### config.mk
export PLATFORM = sky130hd
export DESIGN_NAME = ntt_core
export DESIGN_NICKNAME = d
export VERILOG_FILES = /design/src/rtl/ntt_pkg.sv /design/src/rtl/ntt_butterfly.sv /design/src/rtl/ntt_core.sv
export SDC_FILE = /design/constraint.sdc
export NUM_CORES = 1
export LEC_CHECK = 0
export CAP_MARGIN = 10
export CORE_MARGIN = 2
export CORE_UTILIZATION = 62
export CTS_CLUSTER_DIAMETER = 100
export DETAILED_ROUTE_END_ITERATION = 7
export PLACE_DENSITY = 0.84
export SLEW_MARGIN = 20
export SYNTH_ARGS = -nofsm -noshare
export SYNTH_HDL_FRONTEND = slang
export SYNTH_HIERARCHICAL = 1
export SYNTH_SLANG_ARGS = --single-unit
### constraint.sdc
create_clock -name clk -period 17.85 [get_ports clk]
set_clock_uncertainty 0.2 [all_clocks]
set_input_delay 1.785 -clock clk [delete_from_list [all_inputs] [get_ports clk]]
set_output_delay 1.785 -clock clk [all_outputs]
set_load 0.005 [all_outputs]
### src/rtl/ntt_pkg.sv
// Shared constants, state encoding and elaboration-time helpers for the NTT engine.
// All arithmetic parameters live here so the core and butterfly agree on them.
package ntt_pkg;

  localparam int N     = 8;
  localparam int LOGN  = $clog2(N);
  localparam int DW    = 8;
  localparam int Q     = 17;
  localparam int OMEGA = 2;
  localparam int SW    = (LOGN > 1) ? $clog2(LOGN) : 1;

  typedef enum logic [1:0] {IDLE, RUN, DONE} state_t;

  typedef logic [N/2-1:0][DW-1:0] tw_t;

  function automatic int pow_mod(input int base, input int exp, input int q);
    int r;
    r = 1;
    for (int k = 0; k < exp; k++) r = (r * base) % q;
    return r;
  endfunction

  function automatic logic [LOGN-1:0] bitrev(input logic [LOGN-1:0] idx, input int bits);
    logic [LOGN-1:0] r;
    r = '0;
    for (int k = 0; k < LOGN; k++)
      if (k < bits) r[k] = idx[bits-1-k];
    return r;
  endfunction

  function automatic tw_t gen_tw();
    tw_t t;
    for (int i = 0; i < N/2; i++) t[i] = DW'(pow_mod(OMEGA, i, Q));
    return t;
  endfunction

  // TW[i] = OMEGA^i mod Q, fixed at elaboration.
  localparam tw_t TW = gen_tw();

endpackage

### src/rtl/ntt_butterfly.sv
// Combinational Cooley-Tukey butterfly: (a, b, w) -> (a + w*b, a - w*b) mod Q.
// Inputs are assumed already reduced below Q.
module ntt_butterfly
  import ntt_pkg::*;
(
  input  logic [DW-1:0] a,
  input  logic [DW-1:0] b,
  input  logic [DW-1:0] w,
  output logic [DW-1:0] a_next,
  output logic [DW-1:0] b_next
);

  localparam logic [2*DW-1:0] QP = (2*DW)'(Q);
  localparam logic [DW:0]     QX = (DW+1)'(Q);

  logic [2*DW-1:0] prod;
  logic [DW-1:0]   t;
  logic [DW:0]     sum;
  logic [DW:0]     diff;

  always_comb begin
    prod = w * b;
    t    = DW'(prod % QP);
    // Both sums stay below 2Q, so one conditional subtract fully reduces them.
    sum  = {1'b0, a} + {1'b0, t};
    diff = {1'b0, a} + QX - {1'b0, t};
    a_next = (sum  >= QX) ? DW'(sum  - QX) : sum[DW-1:0];
    b_next = (diff >= QX) ? DW'(diff - QX) : diff[DW-1:0];
  end

endmodule

### src/rtl/ntt_core.sv
// Iterative in-place radix-2 DIT forward NTT: bit-reversed load, one shared
// butterfly per cycle, natural-order result on out with a one-cycle done pulse.
module ntt_core
  import ntt_pkg::*;
(
  input  logic          clk,
  input  logic          rst,
  input  logic          WriteIn,
  input  logic          Ntt,
  input  logic [DW-1:0] in [N],
  output logic [DW-1:0] out [N],
  output logic          busy,
  output logic          done
);

  localparam logic [SW-1:0]   S_LAST = SW'(LOGN-1);
  localparam logic [LOGN-2:0] B_LAST = (LOGN-1)'(N/2-1);
  localparam logic [DW-1:0]   QD     = DW'(Q);

  state_t          state, state_d;
  logic [SW-1:0]   s_q;
  logic [LOGN-2:0] b_q;
  logic [DW-1:0]   work_buf [N];

  logic [LOGN-1:0] half, bx, j, top, bot;
  logic [LOGN-2:0] tw_idx;
  logic            last;
  logic [DW-1:0]   a_next, b_next;

  // Butterfly addressing for stage s_q, butterfly b_q.
  always_comb begin
    half   = LOGN'(1) << s_q;
    bx     = {1'b0, b_q};
    j      = bx & (half - LOGN'(1));
    top    = ((bx >> s_q) << (s_q + SW'(1))) + j;
    bot    = top + half;
    tw_idx = (LOGN-1)'(j << (S_LAST - s_q));
    last   = (s_q == S_LAST) && (b_q == B_LAST);
  end

  ntt_butterfly u_bfly (
    .a      (work_buf[top]),
    .b      (work_buf[bot]),
    .w      (TW[tw_idx]),
    .a_next (a_next),
    .b_next (b_next)
  );

  always_comb begin
    state_d = state;
    unique case (state)
      IDLE:    if (!WriteIn && Ntt) state_d = RUN;
      RUN:     if (last) state_d = DONE;
      DONE:    state_d = IDLE;
      default: state_d = IDLE;
    endcase
  end

  always_comb begin
    busy = (state == RUN);
    done = (state == DONE);
  end

  always_ff @(posedge clk) begin
    if (rst) begin
      state <= IDLE;
      s_q   <= '0;
      b_q   <= '0;
      for (int i = 0; i < N; i++) work_buf[i] <= '0;
    end else begin
      state <= state_d;
      case (state)
        IDLE: begin
          if (WriteIn) begin
            for (int i = 0; i < N; i++)
              work_buf[bitrev(LOGN'(i), LOGN)] <= in[i] % QD;
          end else if (Ntt) begin
            s_q <= '0;
            b_q <= '0;
          end
        end
        RUN: begin
          work_buf[top] <= a_next;
          work_buf[bot] <= b_next;
          if (b_q == B_LAST) begin
            b_q <= '0;
            s_q <= s_q + SW'(1);
          end else begin
            b_q <= b_q + (LOGN-1)'(1);
          end
        end
        default: ;
      endcase
    end
  end

  always_comb begin
    for (int i = 0; i < N; i++) out[i] = work_buf[i];
  end

endmodule

# ---- Word level (Yosys, flattened, before mapping)
# Memory sizes are Yosys's and may differ from the RTL's.
# Cells that the tools add are included.
# W data, S select, Z words.
dict set report totals {
  reg_bits 6
  ram_bits 64
  in_bits 68
  out_inout_bits 66
  word_cells 96
  memories 1
}
# memory words width rd rd_ports_with_merged_regs write_ports line
set mem_list {}
lappend mem_list {work_buf 8 8 10 0 8 ntt_core.sv:23} ;# logic [DW-1:0] work_buf [N];
dict set report op_classes {
  addsub 11
  n_mul 1
  div 9
  magnitude_cmp 3
  eq_ne 9
  n_shift 4
  muxes 36
  n_bitwise 9
  reduce_logical 10
}
# cell count
set op_table {}
lappend op_table {{$mux W8} 13}
lappend op_table {{$mod A8 B5 Y8 const B} 8}
lappend op_table {{$ge A9 B5 Y1 const B} 2}
lappend op_table {{$bmux W8 S2} 1}
lappend op_table {{$mod A16 B5 Y16 const B} 1}
lappend op_table {{$mul A8 B8 Y16} 1}
lappend op_table {{$reduce_or A8 Y1} 2}
lappend op_table {{$sub A8 B5 Y8 const B} 2}
lappend op_table {{$mux W2} 6}
lappend op_table {{$pmux W2 S2} 3}
lappend op_table {{$mux W1} 11}
lappend op_table {{$add A8 B5 Y9 const B} 1}
lappend op_table {{$add A8 B8 Y9} 1}
lappend op_table {{$sub A9 B8 Y9} 1}
lappend op_table {{$or A1 B1 Y1} 8}
lappend op_table {{$add A3 B3 Y3} 2}
lappend op_table {{$eq A2 B2 Y1 const B} 3}
lappend op_table {{$mux W3} 2}
lappend op_table {{$ne A2 B2 Y1 const B} 3}
lappend op_table {{$add A2 B1 Y2 const B} 2}
lappend op_table {{$ne A2 B1 Y1 const B} 2}
lappend op_table {{$reduce_and A4 Y1} 1}
lappend op_table {{$and A2 B3 Y3} 1}
lappend op_table {{$lt A2 B3 Y1 const B} 1}
lappend op_table {{13 further kinds} 14}

# ---- Longest topological paths before layout
# Gate-level depths: netlist of the first run.
dict set report logic_depth {
  word_depth 12
  depth_mapped 79
  ltp_nobuf 71
}

# ---- Cells and area by module
# Netlist of the first run, hierarchy kept.
# mod n_inst cells_per_inst area_each_um2 seq_area_each_um2
set by_module_without_submodules {}
lappend by_module_without_submodules {ntt_core 1 1422 11290.8 2042.0}
lappend by_module_without_submodules {ntt_butterfly 1 732 5652.9 0.0}

# ---- Worst setup path before layout of the first run
# OpenSTA, ideal clock, no wires.
dict set report synth_path {
  path_type {register to register}
  startpoint {register s_q[0]}
  endpoint {memory work_buf[2][3], data pin}
  setup_time_ps 190
  t_arrival_ps 16087
  t_required_ps 17460
  slack_ps 1373
  path_stages_with_launch 70
  n_path_buf 4
  period_less_slack_ps 16477
  path_cell_list {dfxtp_1 clkbuf_1 inv_1 ha_1 nor2_1 and3_1 ha_1 inv_1 fa_1 fa_1 xnor2_1 xnor2_1 clkbuf_1 mux4_2 mux2_2 and2_1 fa_1 fa_1 [34 not listed] mux2i_1 ha_1 inv_1 ha_1 a21o_1 a21oi_1 o21ai_0 nand2_1 o31ai_1 a21oi_1 xnor2_1 nor3_1 nand3_1 nand4_1 xor2_1 buf_1 mux2i_1 a222oi_1}
}
# item line
set synth_lines {}
lappend synth_lines {{start: declaration} ntt_core.sv:21} ;# logic [SW-1:0] s_q;
lappend synth_lines {{start signal: assignment} ntt_core.sv:87} ;# s_q <= s_q + SW'(1);
lappend synth_lines {{end: declaration} ntt_core.sv:23}

==> results.sh, run 1 <==
export IMPL_status="completed"
export IMPL_ys_seq_area_frac=0.121
export IMPL_place_gp_congestion=1.05
export IMPL_grt_pass1_wl_mm=84.1
export IMPL_wl_per_cell_microns=20.2
export IMPL_synth_edf_count=64
export IMPL_yosys_cell_types_count=132
export IMPL_syn_area_sq_um=16900
export IMPL_vias_per_cell=6.82
export IMPL_multi_input_area_sq_um=14400
export IMPL_initial_utilization=0.630
export IMPL_cp_slowest_cell="fa_1"
export IMPL_nets=2489
export IMPL_die_h_microns=169
export IMPL_cp_data_arrival_time_ps=17170
export IMPL_grt_max_degree=37
export IMPL_cts_buffers=9
export IMPL_layout_drive_gt1_share=0.116
export IMPL_hold_viol=0
export IMPL_cts_sinks=70
export IMPL_synth_seq_cells=70
export IMPL_synth_top_cells_by_area="edfxtp_1, ha_1, a21oi_1"
export IMPL_worst_ep_required_time_ps=17770
export IMPL_final_cell_mix="nand2_1, a21oi_1, nor2_1"
export IMPL_synth_flop_cell="edfxtp_1"
export IMPL_overflow=0
export IMPL_die_x_microns=169
export IMPL_fmax_mhz=58.0
export IMPL_hp_class="reg -> reg"
export IMPL_slew_violations=0
export IMPL_h_tree_depth=3
export IMPL_synth_top_area_share=0.113
export IMPL_dpl_cell_area_sq_um=18700
export IMPL_rows=60
export IMPL_synthArstFlopShare=0
export IMPL_synth_top_area_cell="edfxtp_1"
export IMPL_nFillCells=2071
export IMPL_maxCapViolCount=0
export IMPL_tritoncts="done"
export IMPL_critPathLaunchType="flip-flop"
export IMPL_final_cell_area_sq_um=19300
export IMPL_register_area_sq_um=2040
export IMPL_cp_end_kind="flip-flop"
export IMPL_area_delta_synth_final_pct=14.0
export IMPL_antenna_left=0
export IMPL_grt_pass1_vias=16900
export IMPL_io_pins=134
export IMPL_finalCritPeriodShare=0.966
export IMPL_drt_pass1_iterations=7
export IMPL_cp_max_fo=14
export IMPL_drc_errors=0
export IMPL_clkTransAtPathRegs_ps=60
export IMPL_max_slew_margin_rel=0.309
export IMPL_place_detailed_hpwl_mm=41.1
export IMPL_cp_slowest_stage_delay_ps=560
export IMPL_vias=17800
export IMPL_finalSetupViolCount=0
export IMPL_crit_type="reg -> reg"
export IMPL_synthCells=2154
export IMPL_syn_area_per_cell_sq_um=7.87
export IMPL_portBuffers=133
export IMPL_ctsRootBufferMaster="clkbuf_16"
export IMPL_final_common_cell="nand2_1"
export IMPL_drtIter0Drc=2036
export IMPL_globalRouteTotalUtil=0.357
export IMPL_die_area_sq_um=28700
export IMPL_min_period_ps=17250
export IMPL_crit_top_cell="inv_1"
export IMPL_antennaDiodeCount=0
export IMPL_routed_wl_mm=52.8
export IMPL_tightest_slew_ps=1030
export IMPL_antenna_found_initial=0
export IMPL_yosys_warnings=6
export IMPL_core_area_sq_um=26900
export IMPL_clkLatencyLatePin_ps=350
export IMPL_cts_buffer_depth=2
[sequential cells by signal, indices dropped and copies added (netlist names)]
name / flops
work_buf: 64
state: 2
b_q: 2
s_q: 2
[timing repair]
action | in CTS | in global routing
setup buffers | 0 | 8
pin swaps | 0 | 7
endpoints found under the setup margin | 13 | 64
hold buffers | 0 | 0
resized for setup | 9 | 42
gates cloned | 0 | 0
[stage by stage]
stage / setup TNS [ps] / hold WS, ps / utilization / std cells / setup WS (ps)
2_1_floorplan: 0 / 311 / - / 2185 / 1370
6_report: 0 / 365 / 0.719 / 2617 / 599
5_1_grt: -427 / 396 / 0.719 / 2617 / -69.7
3_5_place_dp: -603 / 360 / 0.695 / 2593 / -206
3_3_place_gp: 0 / 339 / 0.695 / 2593 / 494
4_1_cts: 0 / 363 / 0.708 / 2609 / 29.0
[layer usage]
| layer | vias to the layer above | global-route usage | wire [microns] |
|---|---|---|---|
| li1 | 8278 | - | - |
| met1 | 8363 | 0.444 | 20000 |
| met2 | 1005 | 0.608 | 25000 |
| met3 | 201 | 0.0618 | 5170 |
| met4 | 0 | 0.157 | 2610 |
| met5 | - | 0 | 0 |
[kinds of logic after synthesis]
group	count (synthesis)	share of synthesized area
buffers and inverters	232	0.0530
XOR/XNOR	137	0.0758
adder cells (fa/ha/maj)	150	0.128
other	1	0.000221
multiplexers	109	0.0914
AO/OA/AOI/OAI	683	0.292
AND/OR/NAND/NOR	772	0.239
flip-flops	70	0.121
[cell usage after synthesis (23+ instances only)]
cell type,number
nand2_1,186
a21oi_1,163
nor2_1,154
inv_1,128
ha_1,110
o21ai_0,98
xnor2_1,93
and2_1,83
clkbuf_1,73
edfxtp_1,64
nand3_1,61
nor3_1,51
nand2b_1,45
mux2i_1,42
nor2b_1,41
fa_1,40
xor2_1,36
o211ai_1,35
mux4_2,32
a31oi_1,30
mux2_2,28
a211oi_1,25
and3_1,25
a21o_1,23
[area by class of cell]
class | instances | area share
clock buffer | 12 | 0.0122
tap | 341 | 0.0221
sequential | 70 | 0.106
timing repair buffer | 176 | 0.0858
multi-input combinational | 1883 | 0.745
inverter | 131 | 0.0255
clock inverter | 4 | 0.00369
[worst paths after layout]
path | start | endpoint | slack (ps) | cells past startpoint
worst max register to register | s_q[0] | work_buf[2][1] | 600 | 68
worst max-delay path | s_q[0] | work_buf[2][1] | 600 | 68
worst min-delay path | b_q[0] | b_q[0] | 370 | 2
worst min register to register | b_q[0] | b_q[0] | 370 | 2
[critical path: cells and delay by family, from the launching register on]
family                     cells  cell delay, ps
AOI/OAI and AO/OA             22            4810
DFF                            1             430
adders and majority gates     14            5300
xor gates and xnor gates       4            1070
and+or+nand+nor               12            2670
muxes                          4            1180
buffers and inverters         12            1370
Power of run 1 is not shown: default switching activity piles up to over one toggle a cycle in this logic, so the estimate is an artifact.
==> run 2, diff against run 1 <==
--- a/config.mk
+++ b/config.mk
@@ -8,7 +8,7 @@
 export CAP_MARGIN = 10
 export CORE_MARGIN = 2
 export CORE_UTILIZATION = 62
-export CTS_CLUSTER_DIAMETER = 100
+export CTS_CLUSTER_SIZE = 25
 export DETAILED_ROUTE_END_ITERATION = 7
 export PLACE_DENSITY = 0.84
 export SLEW_MARGIN = 20
==> results of run 2 <==
Same layout as run 1: the final DEF is identical, and so are final timing and power.
Power of run 2 is left out for the same reason.
